**src/rtl/ram_client_if.sv**
```systemverilog
// Command/response streams plus RAM port signals for ram_client.
// The master modport is the requester/RAM side. The slave modport is the client.
interface ram_client_if #(
  parameter int ADDR_WIDTH = 8,
  parameter int DATA_WIDTH = 32
);
  logic                  req_valid;
  logic                  req_ready;
  logic                  req_we;
  logic [ADDR_WIDTH-1:0] req_addr;
  logic [DATA_WIDTH-1:0] req_wdata;
  logic [3:0]            req_len;
  logic                  rsp_valid;
  logic                  rsp_ready;
  logic [DATA_WIDTH-1:0] rsp_data;
  logic                  rsp_last;
  logic [ADDR_WIDTH-1:0] ram_addr;
  logic [DATA_WIDTH-1:0] ram_wdata;
  logic [DATA_WIDTH-1:0] ram_rdata;
  logic                  ram_cs;
  logic                  ram_we;
  logic                  ram_oe;

  modport master (
    output req_valid, req_we, req_addr, req_wdata, req_len, rsp_ready, ram_rdata,
    input  req_ready, rsp_valid, rsp_data, rsp_last,
           ram_addr, ram_wdata, ram_cs, ram_we, ram_oe
  );

  modport slave (
    input  req_valid, req_we, req_addr, req_wdata, req_len, rsp_ready, ram_rdata,
    output req_ready, rsp_valid, rsp_data, rsp_last,
           ram_addr, ram_wdata, ram_cs, ram_we, ram_oe
  );
endinterface

```
**src/rtl/ram_client.sv**
```systemverilog
// Single-outstanding RAM port initiator: a write strobes for 1 cycle, and a read takes 3 cycles per beat plus response stall.
// Defining RAM_CLIENT_BURST_EN makes a read perform req_len+1 beats at wrapping addresses.
module ram_client #(
  parameter int ADDR_WIDTH = 8,
  parameter int DATA_WIDTH = 32
) (
  input  logic         clk,
  input  logic         rst,
  ram_client_if.slave  bus
);

  typedef enum logic [2:0] {IDLE, WR, RD_ISSUE, RD_CAP, RESP} state_t;

  state_t                r_state;
  logic [ADDR_WIDTH-1:0] r_addr;
  logic [DATA_WIDTH-1:0] r_wdata;
  logic                  r_rsp_valid;
  logic [DATA_WIDTH-1:0] r_rsp_data;
  logic                  r_rsp_last;
  logic                  r_ram_cs;
  logic                  r_ram_we;
  logic                  r_ram_oe;
  logic                  w_last;

`ifdef RAM_CLIENT_BURST_EN
  logic [3:0]            r_beats_left;
  assign w_last = (r_beats_left == 4'd0);
`else
  logic                  w_unused_len;
  assign w_unused_len = ^bus.req_len;
  assign w_last = 1'b1;
`endif

  always_ff @(posedge clk) begin
    if (rst) begin
      r_state     <= IDLE;
      r_addr      <= '0;
      r_wdata     <= '0;
      r_rsp_valid <= 1'b0;
      r_rsp_data  <= '0;
      r_rsp_last  <= 1'b0;
      r_ram_cs    <= 1'b0;
      r_ram_we    <= 1'b0;
      r_ram_oe    <= 1'b0;
`ifdef RAM_CLIENT_BURST_EN
      r_beats_left <= 4'd0;
`endif
    end else begin
      case (r_state)
        IDLE: begin
          if (bus.req_valid) begin
            r_addr   <= bus.req_addr;
            r_wdata  <= bus.req_wdata;
            r_ram_cs <= 1'b1;
            r_ram_we <= bus.req_we;
            r_ram_oe <= !bus.req_we;
`ifdef RAM_CLIENT_BURST_EN
            r_beats_left <= bus.req_we ? 4'd0 : bus.req_len;
`endif
            r_state  <= bus.req_we ? WR : RD_ISSUE;
          end
        end
        WR: begin
          r_ram_cs <= 1'b0;
          r_ram_we <= 1'b0;
          r_state  <= IDLE;
        end
        RD_ISSUE: begin
          r_state <= RD_CAP;
        end
        RD_CAP: begin
          // RAM output is registered, so data for the RD_ISSUE address is present this cycle.
          r_rsp_data  <= bus.ram_rdata;
          r_rsp_last  <= w_last;
          r_rsp_valid <= 1'b1;
          r_ram_cs    <= 1'b0;
          r_ram_oe    <= 1'b0;
          r_state     <= RESP;
        end
        RESP: begin
          if (bus.rsp_ready) begin
            r_rsp_valid <= 1'b0;
            if (!w_last) begin
              r_addr   <= r_addr + 1'b1;
              r_ram_cs <= 1'b1;
              r_ram_oe <= 1'b1;
`ifdef RAM_CLIENT_BURST_EN
              r_beats_left <= r_beats_left - 4'd1;
`endif
              r_state  <= RD_ISSUE;
            end else begin
              r_state <= IDLE;
            end
          end
        end
        default: begin
          r_ram_cs    <= 1'b0;
          r_ram_we    <= 1'b0;
          r_ram_oe    <= 1'b0;
          r_rsp_valid <= 1'b0;
          r_state     <= IDLE;
        end
      endcase
    end
  end

  // Address and data are forced to 0 whenever the RAM is not selected.
  assign bus.req_ready = (r_state == IDLE) && !rst;
  assign bus.rsp_valid = r_rsp_valid;
  assign bus.rsp_data  = r_rsp_data;
  assign bus.rsp_last  = r_rsp_last;
  assign bus.ram_cs    = r_ram_cs;
  assign bus.ram_we    = r_ram_we;
  assign bus.ram_oe    = r_ram_oe;
  assign bus.ram_addr  = r_ram_cs ? r_addr : '0;
  assign bus.ram_wdata = (r_ram_cs && r_ram_we) ? r_wdata : '0;

endmodule

```
**src/flat_wrapper.sv**
```systemverilog
// flat-port wrapper written by rule: the top's interface ports become plain ports
module ram_client_flat 
#(
  parameter int ADDR_WIDTH = 8,
  parameter int DATA_WIDTH = 32
)
  (clk, rst, bus_req_valid, bus_req_we, bus_req_addr, bus_req_wdata, bus_req_len, bus_rsp_ready, bus_ram_rdata, bus_req_ready, bus_rsp_valid, bus_rsp_data, bus_rsp_last, bus_ram_addr, bus_ram_wdata, bus_ram_cs, bus_ram_we, bus_ram_oe);
  ram_client_if #(.ADDR_WIDTH(ADDR_WIDTH), .DATA_WIDTH(DATA_WIDTH)) bus_i ();
  input  logic clk;
  input  logic rst;
  input wire logic [$bits(bus_i.req_valid)-1:0] bus_req_valid;
  input wire logic [$bits(bus_i.req_we)-1:0] bus_req_we;
  input wire logic [$bits(bus_i.req_addr)-1:0] bus_req_addr;
  input wire logic [$bits(bus_i.req_wdata)-1:0] bus_req_wdata;
  input wire logic [$bits(bus_i.req_len)-1:0] bus_req_len;
  input wire logic [$bits(bus_i.rsp_ready)-1:0] bus_rsp_ready;
  input wire logic [$bits(bus_i.ram_rdata)-1:0] bus_ram_rdata;
  output wire logic [$bits(bus_i.req_ready)-1:0] bus_req_ready;
  output wire logic [$bits(bus_i.rsp_valid)-1:0] bus_rsp_valid;
  output wire logic [$bits(bus_i.rsp_data)-1:0] bus_rsp_data;
  output wire logic [$bits(bus_i.rsp_last)-1:0] bus_rsp_last;
  output wire logic [$bits(bus_i.ram_addr)-1:0] bus_ram_addr;
  output wire logic [$bits(bus_i.ram_wdata)-1:0] bus_ram_wdata;
  output wire logic [$bits(bus_i.ram_cs)-1:0] bus_ram_cs;
  output wire logic [$bits(bus_i.ram_we)-1:0] bus_ram_we;
  output wire logic [$bits(bus_i.ram_oe)-1:0] bus_ram_oe;
  assign bus_i.req_valid = bus_req_valid;
  assign bus_i.req_we = bus_req_we;
  assign bus_i.req_addr = bus_req_addr;
  assign bus_i.req_wdata = bus_req_wdata;
  assign bus_i.req_len = bus_req_len;
  assign bus_i.rsp_ready = bus_rsp_ready;
  assign bus_i.ram_rdata = bus_ram_rdata;
  assign bus_req_ready = bus_i.req_ready;
  assign bus_rsp_valid = bus_i.rsp_valid;
  assign bus_rsp_data = bus_i.rsp_data;
  assign bus_rsp_last = bus_i.rsp_last;
  assign bus_ram_addr = bus_i.ram_addr;
  assign bus_ram_wdata = bus_i.ram_wdata;
  assign bus_ram_cs = bus_i.ram_cs;
  assign bus_ram_we = bus_i.ram_we;
  assign bus_ram_oe = bus_i.ram_oe;
  ram_client #(.ADDR_WIDTH(ADDR_WIDTH), .DATA_WIDTH(DATA_WIDTH)) u_core (.clk(clk), .rst(rst), .bus(bus_i));
endmodule
```
**config.mk**
```make
export PLATFORM = sky130hd
export DESIGN_NAME = ram_client_flat
export DESIGN_NICKNAME = d
export VERILOG_FILES = /design/src/rtl/ram_client_if.sv /design/src/rtl/ram_client.sv /design/src/flat_wrapper.sv
export SDC_FILE = /design/constraint.sdc
export NUM_CORES = 1
export LEC_CHECK = 0
export ABC_AREA = 0
export BUFFER_PORTS_ARGS = -buffer_cell sky130_fd_sc_hd__buf_2
export CORE_ASPECT_RATIO = 1.75
export CORE_MARGIN = 8
export CORE_UTILIZATION = 40
export DETAILED_ROUTE_END_ITERATION = 10
export PLACE_DENSITY = 0.72
export SLEW_MARGIN = 10
export SYNTH_ARGS = -nofsm -noshare
export SYNTH_HDL_FRONTEND = slang
export SYNTH_SLANG_ARGS = --single-unit
```
**constraint.sdc**
```tcl
create_clock -name clk -period 2.77 [get_ports clk]
set_clock_uncertainty 0.2 [all_clocks]
set_input_delay 0.1385 -clock clk [delete_from_list [all_inputs] [get_ports clk]]
set_output_delay 0.1385 -clock clk [all_outputs]
set_load 0.01 [all_outputs]
```
==> flow_summary.json <==
{
  "hp-class": "input pin to register",
  "fmax_ghz": 0.499,
  "finalSetupViolations": 0,
  "numClockSinks": 80,
  "fin_nets": 696,
  "rows": 43,
  "cp_data_arrival_time_ns": 1.67,
  "port_buffers": 154,
  "place_hpwl_mm": 6.34,
  "first_pass_iters": 4,
  "clk_pin_slew_ns": 0.06,
  "worstHoldEndpoint": "u_core.r_state[2]$_SDFFE_PP0P_",
  "crit_family": "flip-flops",
  "crit_buf_inv": 1,
  "htree_levels": 3,
  "holdWs_ns": 0.116,
  "yosysSeqAreaShare": 0.508,
  "cts_resized": 0,
  "area_growth_pct": 57.6,
  "grt_overflow_total": 0,
  "rsz0062_at_grt": "false",
  "gp_congestion": 0.772,
  "dieArea_mm2": 0.0111,
  "reg2reg_slack_ns": 0.80,
  "relSlewSlack": 0.409,
  "start_kind": "register",
  "crit_required_ns": 2.43,
  "p_leak_nw": 2.38,
  "die_w_um": 83.1,
  "clk_latency_ns": 0.33,
  "synth_area_leaders": "dfxtp_1 (51%), nand2_1 (18%), a21oi_1 (12%)",
  "holdCritStartpoint": "rst",
  "fin_crit_sh": 0.724,
  "async_reset_ff_frac": 0,
  "num_io_pins": 159,
  "drt_iter0_drc": 141,
  "ys_warn_count": 0,
  "setup_tns_ns": 0,
  "ys.flop_type": "dfxtp_1",
  "reg2regPathDepth": 4,
  "p_per_area_mw_per_mm2": 556,
  "first_global_vias": 3604,
  "avgViaCountPerCell": 4.93,
  "crit_path_top_delay_cell": "dfxtp_1",
  "die_h_um": 133,
  "min_period_ns": 2.00,
  "grt_usage": 0.182,
  "regArea_mm2": 0.00160,
  "syn-cell-area_mm2": 0.00315,
  "core_area_mm2": 0.00780,
  "antenna_found_initial": 1,
  "drive_gt1_frac": 0.284,
  "worst_r2r_endpoint": "u_core.bus.rsp_data[20]$_SDFFE_PP0P_",
  "grt_pass1_wl_mm": 17.1,
  "fillCellCount": 624,
  "start_util": 0.404,
  "grt_start_max_net_pins": 49,
  "drc": 0,
  "clockBufferDepth": 2,
  "wl_per_cell_um": 14.3,
  "synth_edf_count": 0,
  "worstPathCellList": "and3_1 > buf_2",
  "synth_top_area_share": 0.508,
  "status": "completed",
  "wl_mm": 10.1,
  "cts_buffers": 9,
  "finalHoldViolations": 0,
  "vdd_drop_max_uv": 375,
  "synth_top_area_cell": "dfxtp_1",
  "slowest_delay_ns": 0.90,
  "vias": 3506,
  "drv_cap": 0,
  "cts_tree": "yes",
  "r2r-start": "u_core.r_state[1]$_SDFFE_PP0P_",
  "crit_path_max_fanout": 34,
  "synth.distinct_cells": 25,
  "avgSynthCellArea_um2": 7.80,
  "syn_nets": 485,
  "endpoint_kind": "output pin",
  "whs_path_depth": 2,
  "syn-instance-count": 404,
  "slew_violations": 0,
  "cts-root-buf": "clkbuf_16",
  "ys_seq_elements": 80,
  "worst_pin_slew_ns": 0.885,
  "worstSetupPathType": "register to output pin",
  "multi_input_area_mm2": 0.00137,
  "ant_nets": 0
}
-- cell families after synthesis --
kind of cell / after synthesis / synth area share
buffers and inverters: 35 / 0.0595
AOI/OAI and AO/OA: 80 / 0.130
muxes: 1 / 0.00318
DFF: 80 / 0.508
and+or+nand+nor: 208 / 0.299
-- synth_stat cells (2+ instances only) --
master	n
o21ai_0	2
nor2_1	6
and2_1	8
nand2_1	147
a21oi_1	74
clkbuf_1	16
nor2b_1	3
buf_6	4
nor4_1	2
buf_2	12
and3_1	32
a211oi_1	2
buf_4	3
nand2b_1	3
dfxtp_1	80
-- layout by cell type (no fill, tap or decap), types with 3 or more instances in the layout --
cell type | Yosys | routed
nand2_1 | 147 | 147
buf_2 | 12 | 154
nand2b_1 | 3 | 3
buf_4 | 3 | 5
and3_1 | 32 | 32
nor2_1 | 6 | 6
nor2b_1 | 3 | 3
dlygate4sd3_1 | 0 | 75
a21oi_1 | 74 | 74
and2_1 | 8 | 8
dfxtp_1 | 80 | 80
clkbuf_16 | 0 | 9
-- final cells by class --
cell class	instances	area share
multi-input combinational	289	0.276
sequential	80	0.322
antenna	1	0.000504
clock inverter	3	0.00806
clock buffer	13	0.0524
timing repair buffer	235	0.318
tap	90	0.0227
-- through the flow --
| stage | utilization | instances | total power (W) | setup slack [ns] | area (um^2) |
|---|---|---|---|---|---|
| final | 0.637 | 711 | 0.00276 | 0.765 | 4970 |
| after global routing | 0.637 | 711 | 0.00289 | 0.613 | 4970 |
| after CTS | 0.636 | 710 | 0.00280 | 0.755 | 4960 |
| after detailed placement | 0.502 | 619 | 0.00153 | 0.850 | 3910 |
| after global placement | 0.502 | 619 | 0.00152 | 0.926 | 3910 |
| after floorplan | - | 404 | 0.00143 | 1.24 | 3150 |
-- where the power goes --
group / switching (W) / total [W] / internal [W]
logic: 0.000164 / 0.000343 / 0.000178
registers: 0.0000438 / 0.00125 / 0.00121
clock network: 0.000427 / 0.00117 / 0.000744
total: 0.000636 / 0.00276 / 0.00213
-- registers in the layout (all words and copies together), names as in the netlist --
register,count
u_core.bus.rsp_data,32
u_core.r_wdata,32
u_core.r_addr,8
u_core.r_state,3
u_core.bus.ram_cs,1
u_core.bus.ram_oe,1
u_core.bus.ram_we,1
u_core.bus.rsp_last,1
u_core.bus.rsp_valid,1
-- routing by layer --
metal  up-vias  wire length, um  global-route usage  share of wire
met5         -                0                   0              0
met3        20              729              0.0593          0.072
met2       133             5260               0.312           0.52
met1      1607             3960               0.195           0.39
li1       1746                -                   -              -
met4         0              208              0.0904          0.020
-- how the worst max path moves through the flow --
| stage | startpoint | to | slack (ns) | cells past startpoint |
|---|---|---|---|---|
| final | u_core.bus.ram_we$_SDFFE_PP0P_ | bus_ram_wdata[30] | 0.77 | 2 |
| after global routing | u_core.bus.ram_we$_SDFFE_PP0P_ | bus_ram_wdata[4] | 0.61 | 2 |
| after detailed placement | u_core.r_state[1]$_SDFFE_PP0P_ | u_core.bus.rsp_data[3]$_SDFFE_PP0P_ | 0.85 | 4 |
| after CTS | u_core.bus.ram_we$_SDFFE_PP0P_ | bus_ram_wdata[25] | 0.76 | 2 |
| after floorplan | u_core.r_state[2]$_SDFFE_PP0P_ | u_core.r_addr[0]$_SDFFE_PP0P_ | 1.24 | 5 |
| after global placement | u_core.r_state[1]$_SDFFE_PP0P_ | u_core.bus.rsp_data[15]$_SDFFE_PP0P_ | 0.93 | 4 |
-- timing repair --
item / 4_1_cts / 5_1_grt
endpoints found under the hold margin: 78 / 0
hold buffers: 75 / 0
setup buffers: 0 / 0
Power figures use the tool's default switching activity.
